--- src/rtl/neuron_seq.sv ---
// neuron_seq: job FIFO feeding a launch/run/hold sequencer for an iterative neuron datapath.
// Define NEURON_SEQ_TIMEOUT_EN to add a RUN-state watchdog that emits a zeroed result with out_err set.
module neuron_seq #(
  parameter int WIDTH     = 15,
  parameter int DEPTH     = 4,
  parameter int START_CYC = 2,
  parameter int TIMEOUT   = 64
) (
  input  logic               clk,
  input  logic               reset,
  input  logic               in_valid,
  output logic               in_ready,
  input  logic signed [WIDTH:0] in_x,
  input  logic signed [WIDTH:0] in_y,
  input  logic signed [WIDTH:0] in_z,
  output logic               nrn_rst,
  output logic signed [WIDTH:0] nrn_x,
  output logic signed [WIDTH:0] nrn_y,
  output logic signed [WIDTH:0] nrn_z,
  input  logic               nrn_complete,
  input  logic signed [WIDTH:0] nrn_sin,
  input  logic signed [WIDTH:0] nrn_cos,
  input  logic signed [WIDTH:0] nrn_lin,
  output logic               out_valid,
  input  logic               out_ready,
  output logic signed [WIDTH:0] out_sin,
  output logic signed [WIDTH:0] out_cos,
  output logic signed [WIDTH:0] out_lin,
  output logic               out_err,
  output logic               busy
);

  localparam int AW  = $clog2(DEPTH);
  localparam int LCW = $clog2(START_CYC + 1);
  localparam int EW  = 3 * (WIDTH + 1);

  typedef enum logic [1:0] {IDLE, LAUNCH, RUN, HOLD} state_t;

  state_t         state, state_nxt;
  logic [EW-1:0]  mem [DEPTH];
  logic [AW-1:0]  wr_ptr, rd_ptr;
  logic [AW:0]    count;
  logic [LCW-1:0] launch_cnt;
  logic           alive;
  logic           run_first;
  logic           full, empty, push, pop, capture, timeout;

  // alive stays low through reset so in_ready is held off and nrn_rst held on
  always_comb begin
    full      = (count == (AW+1)'(DEPTH));
    empty     = (count == '0);
    in_ready  = alive && !full;
    push      = in_valid && in_ready;
    pop       = (state == IDLE) && !empty;
    capture   = (state == RUN) && !run_first && nrn_complete;
    nrn_rst   = !alive || (state == LAUNCH);
    out_valid = (state == HOLD);
    busy      = (state != IDLE) || !empty;
  end

  always_comb begin
    state_nxt = state;
    case (state)
      IDLE:    if (!empty) state_nxt = LAUNCH;
      LAUNCH:  if (launch_cnt == LCW'(START_CYC - 1)) state_nxt = RUN;
      RUN:     if (capture || timeout) state_nxt = HOLD;
      HOLD:    if (out_ready) state_nxt = IDLE;
      default: state_nxt = IDLE;
    endcase
  end

  always_ff @(posedge clk) begin
    if (push) mem[wr_ptr] <= {in_x, in_y, in_z};
  end

  always_ff @(posedge clk) begin
    if (reset) begin
      state      <= IDLE;
      alive      <= 1'b0;
      wr_ptr     <= '0;
      rd_ptr     <= '0;
      count      <= '0;
      launch_cnt <= '0;
      run_first  <= 1'b1;
      nrn_x      <= '0;
      nrn_y      <= '0;
      nrn_z      <= '0;
      out_sin    <= '0;
      out_cos    <= '0;
      out_lin    <= '0;
    end else begin
      state <= state_nxt;
      alive <= 1'b1;
      if (push) wr_ptr <= wr_ptr + 1'b1;
      if (pop)  rd_ptr <= rd_ptr + 1'b1;
      case ({push, pop})
        2'b10:   count <= count + 1'b1;
        2'b01:   count <= count - 1'b1;
        default: count <= count;
      endcase
      if (pop) {nrn_x, nrn_y, nrn_z} <= mem[rd_ptr];
      launch_cnt <= (state == LAUNCH) ? launch_cnt + 1'b1 : '0;
      // the first RUN cycle is blind to nrn_complete while the neuron leaves reset
      run_first  <= (state != RUN);
      if (capture) begin
        out_sin <= nrn_sin;
        out_cos <= nrn_cos;
        out_lin <= nrn_lin;
      end else if (timeout) begin
        out_sin <= '0;
        out_cos <= '0;
        out_lin <= '0;
      end
    end
  end

`ifdef NEURON_SEQ_TIMEOUT_EN
  localparam int TW = $clog2(TIMEOUT + 1);

  logic [TW-1:0] run_cnt;

  assign timeout = (state == RUN) && !capture && (run_cnt == TW'(TIMEOUT - 1));

  always_ff @(posedge clk) begin
    if (reset) begin
      run_cnt <= '0;
      out_err <= 1'b0;
    end else begin
      run_cnt <= (state == RUN) ? run_cnt + 1'b1 : '0;
      if (capture)      out_err <= 1'b0;
      else if (timeout) out_err <= 1'b1;
    end
  end
`else
  // without the watchdog RUN waits forever; TIMEOUT only matters when it is built in
  assign timeout = (TIMEOUT < 0);
  assign out_err = 1'b0;
`endif

endmodule
--- config.mk ---
export PLATFORM = sky130hd
export DESIGN_NAME = neuron_seq
export DESIGN_NICKNAME = d
export VERILOG_FILES = /design/src/rtl/neuron_seq.sv
export SDC_FILE = /design/constraint.sdc
export NUM_CORES = 1
export LEC_CHECK = 0
export ABC_AREA = 1
export BUFFER_PORTS_ARGS = -buffer_cell sky130_fd_sc_hd__buf_2
export CAP_MARGIN = 30
export CORE_MARGIN = 10
export CORE_UTILIZATION = 50
export DETAILED_ROUTE_END_ITERATION = 10
export PLACE_DENSITY_LB_ADDON = 0.1
export SLEW_MARGIN = 20
export SYNTH_ARGS = -nofsm -noshare
export SYNTH_HDL_FRONTEND = slang
export SYNTH_SLANG_ARGS = --single-unit
--- constraint.sdc ---
create_clock -name clk -period 3.5 [get_ports clk]
set_input_delay 0.7 -clock clk [delete_from_list [all_inputs] [get_ports clk]]
set_output_delay 0.7 -clock clk [all_outputs]
set_load 0.1 [all_outputs]
## Word level (Yosys, flattened, before mapping)

Memory sizes are Yosys's and may differ from the RTL's. A register that Yosys moved wholly into a read port is not among the register bits.
Index checks and enable logic that the tools add are counted.

- Output and inout port bits: 101
- Bits of input ports: 101
- Register bits after elaboration: 61
- Logic and storage cells: 55
- RAM bits: 192
- Memories kept: 1

Memory list:

| memory | depth | width | read ports | clocked after memory_dff | write ports | line | text |
|---|---|---|---|---|---|---|---|
| mem | 4 | 48 | 1 | 1 | 1 | 40 | `logic [EW-1:0] mem [DEPTH];` |

- Add/subtract/negate cells: 5
- Bitwise gates (word level): 1
- Equality and inequality tests: 12
- Mux-type cells: 9
- Reductions and logical operators: 17

Operator list:

| operator | count |
|---|---|
| $mux 2 | 4 |
| $pmux 2 s4 | 1 |
| $add 2x1->2 const B | 3 |
| $eq 2x1->1 const B | 3 |
| $eq 2x2->1 const B | 3 |
| $ne 2x2->1 const B | 3 |
| $pmux 3 s2 | 1 |
| $logic_and 1x1->1 | 5 |
| $logic_not 1->1 | 4 |
| $ne 2x1->1 const B | 2 |
| $reduce_and 4->1 | 1 |
| $reduce_bool 2->1 | 2 |
| $add 3x1->3 const B | 1 |
| $eq 3x3->1 const B | 1 |
| $logic_not 3->1 | 1 |
| $mux 1 | 3 |
| $sub 3x1->3 const B | 1 |
| $logic_not 2->1 | 1 |
| $logic_or 1x1->1 | 2 |
| $reduce_or 2->1 | 1 |
| $not 1->1 | 1 |

## Depth between registers and ports, before layout

- Word-level depth: 6
- Depth in mapped cells: 12
- Mapped depth without buffers: 11

## Least setup slack after synthesis

OpenSTA, ideal clock, no wires.

- Path kind: reg2out
- Start point: reg count[0]
- End point: out in_ready
- Path buffers: 0
- Data required time: 2.800 ns
- Path slack: 0.084 ns
- Arrival time: 2.716 ns
- Stages on the path, launching flop included: 3
- Cell sequence: dfxtp_1 nor2_2 a21boi_0

- Word-level cells in the longest chain between the ends: 3

RTL lines:

| what | line | text |
|---|---|---|
| start: declaration | 42 | `logic [AW:0] count;` |
| start signal: assignment | 97 | `2'b10: count <= count + 1'b1;` |
| start signal: assignment | 98 | `2'b01: count <= count - 1'b1;` |
| start signal: assignment | 99 | `default: count <= count;` |
| $eq 3x3->1 | 50 | `full = (count == (AW+1)'(DEPTH));` |
| $logic_not 1->1 | 52 | `in_ready = alive && !full;` |
| $logic_and 1x1->1 | 52 |  |
| end: declaration | 12 | `output logic in_ready,` |

No other way between the ends.

## Worst setup path after layout

- Start point: reg state[0]
- End point: out busy

- Word-level cells in the longest chain between the ends: 2

RTL lines:

| what | line | text |
|---|---|---|
| start: declaration | 39 | `state_t state, state_nxt;` |
| start signal: assignment | 92 | `state <= state_nxt;` |
| $reduce_bool 2->1 | 58 | `busy = (state != IDLE) \|\| !empty;` |
| $logic_or 1x1->1 | 58 |  |
| end: declaration | 30 | `output logic busy` |

No other way between the ends.

==> impl_metrics.env <==
export IMPL_worst_pin_slew_ps=815
export IMPL_multi_input_area_sq_um=3030
export IMPL_cts_num_sinks=301
export IMPL_cts_max_path_buffers=3
export IMPL_crit_arrival_ps=1870
export IMPL_finClkSkew_ps=10.5
export IMPL_setup_viol=0
export IMPL_drcViolationCount=0
export IMPL_grt_pass1_vias=7679
export IMPL_wl_per_cell_um=16.8
export IMPL_hold_violations=0
export IMPL_max_slew_margin=0.456
export IMPL_finalPower_w=0.0112
export IMPL_post_route_worst_setup_slack_ps=928
export IMPL_cts_resized=0
export IMPL_cts_tree="yes"
export IMPL_synth_seq_area_share=0.696
export IMPL_gp_congestion=0.833
export IMPL_die_h_um=171
export IMPL_final_seq_area_sq_um=7950
export IMPL_fin_hold_ws_ps=371
export IMPL_fin_util=0.602
export IMPL_start_kind="flip-flop"
export IMPL_nNetsFinal=1378
export IMPL_p_per_area_nw_per_um2=822
export IMPL_slew_viol_final=0
export IMPL_antenna_left=0
export IMPL_grt_pass1_wl_um=41200
export IMPL_path_class="flip-flop to primary output"
export IMPL_crit_required_ps=2800
export IMPL_dr_pass1_iters=7
export IMPL_area_growth_pct=19.1
export IMPL_die_w_um=171
export IMPL_peakVddDrop_uv=724
export IMPL_synth_cell_type_count=25
export IMPL_holdBufCountCts=0
export IMPL_port_buffers=200
export IMPL_post_place_ws_ps=968
export IMPL_drtIter0Drc=515
export IMPL_maxCapViolCount=0
export IMPL_numCtsBuffers=31
export IMPL_antenna_found_initial=5
export IMPL_p_leak_nw=5.62
export IMPL_dr_total_vias=7967
export IMPL_cts_root_buf="clkbuf_16"
export IMPL_grt_max_degree=98
export IMPL_max_freq_ghz=0.389
export IMPL_final_common_cell="nor2_1"
export IMPL_core_sq_um=22600
export IMPL_clk_pin_slew_worst_paths_ps=60
export IMPL_h_tree_depth=1
export IMPL_syn_num_nets=1196
export IMPL_period_share=0.735
export IMPL_syn_area_per_cell_sq_um=10.5
export IMPL_hp_class="input pin to flip-flop"
export IMPL_dieArea_sq_um=29300
export IMPL_overflow=0
export IMPL_status="completed"
export IMPL_ys_seq_elements=301
export IMPL_post_cts_buffers=0
export IMPL_rsz0062_at_grt="no"
export IMPL_setup_tns_final_ps=0
export IMPL_ios=202
export IMPL_critPathMaxFanout=4
export IMPL_drive_gt1_frac=0.213
export IMPL_layout_common_cells="nor2_1, buf_2, edfxtp_1"
export IMPL_vias_per_cell=5.05
export IMPL_drt_wl_total_um=26600
export IMPL_start_util=0.506
export IMPL_num_rows=55
export IMPL_netlist_area_sq_um=11400
export IMPL_track_usage=0.175
export IMPL_clk_latency_ps=540
export IMPL_syn_inst=1083
export IMPL_dp_hpwl_um=16100
export IMPL_critPathCaptureType="primary output"
export IMPL_fillCellCount=1913
export IMPL_finalCriticalPeriod_ps=2570
export IMPL_ys_warn_count=0
## power by group
group	internal, W	leakage (nW)	switching (W)
Clock	0.00183	0.474	0.00130
Combinational	0.000808	2.51	0.00300
Sequential	0.00411	2.63	0.000130
Total	0.00675	5.62	0.00443
## routing by layer
layer  GRT usage  vias to the layer above  wire length [um]
li1            -                     3990                 -
met1       0.227                     3697             12100
met2       0.287                      240             12000
met3      0.0417                       38              2020
met4      0.0480                        2               447
met5           0                        -                12
## cells by family (layout without fill, tap and decap cells)
logic type                 after synthesis  in the layout  share of synthesized area
other                                    1              5                   0.000328
DFF                                    301            301                      0.696
AOI/OAI and AO/OA                      205            205                     0.0901
adders and majority gates               12             12                     0.0138
and+or+nand+nor                        473            473                      0.158
xor gates and xnor gates                 1              1                   0.000767
buffers and inverters                   90            296                     0.0408
## Yosys cell counts
cell type / count / area share
nor2_1: 397 / 0.13
a21boi_0: 1 / 0.00066
nand2_2: 1 / 0.00055
o21ai_0: 151 / 0.066
nor3_1: 2 / 0.00088
nor2_2: 1 / 0.00055
ha_1: 11 / 0.012
nand3_1: 7 / 0.0031
fa_1: 1 / 0.0018
inv_1: 21 / 0.0069
xor2_1: 1 / 0.00077
conb_1: 1 / 0.00033
nor3_4: 1 / 0.0014
dfxtp_1: 109 / 0.19
buf_4: 5 / 0.0033
clkbuf_2: 4 / 0.0018
edfxtp_1: 192 / 0.51
buf_6: 10 / 0.0099
nand2_1: 64 / 0.021
buf_2: 23 / 0.010
inv_2: 5 / 0.0016
clkbuf_1: 21 / 0.0069
buf_1: 1 / 0.00033
o21ai_1: 46 / 0.020
a21oi_1: 7 / 0.0031
## worst max-delay path, stage by stage (launching register included)
cell and delay (ps):
dfxtp_1 370, inv_1 100, ha_1 230, nand3_1 160
buf_2 470
## worst paths after layout
kind | cells after the start | to | from | slack [ps]
setup / recovery | 4 | busy | state[0] | 930
hold / removal | 1 | mem[2][28] | in_y[12] | 370
setup reg to reg | 10 | count[2] | count[0] | 1230
hold reg to reg | 1 | launch_cnt[0] | launch_cnt[0] | 430
## state kept, by name, summed over array words and instances, names as in the netlist
signal / cells
out_lin: 16
run_first: 1
nrn_x: 16
out_cos: 16
count: 3
mem: 192
nrn_z: 16
state: 2
wr_ptr: 2
rd_ptr: 2
launch_cnt: 2
alive: 1
nrn_y: 16
out_sin: 16
## per-stage QoR
stage	std cells	area, sq um
2_1_floorplan	1083	11400
3_3_place_gp	1515	12600
3_5_place_dp	1516	12600
4_1_cts	1573	13600
5_1_grt	1576	13600
6_report	1578	13600
## final cells by class
class / instances / share of cell area
Clock inverter: 15 / 0.00948
Clock buffer: 42 / 0.0623
Sequential cell: 301 / 0.585
Inverter: 26 / 0.00718
Multi-Input combinational cell: 692 / 0.223
Timing Repair Buffer: 213 / 0.0863
Antenna cell: 4 / 0.000736
Tap cell: 285 / 0.0262
No activity file was read; power rests on OpenSTA's default activity.
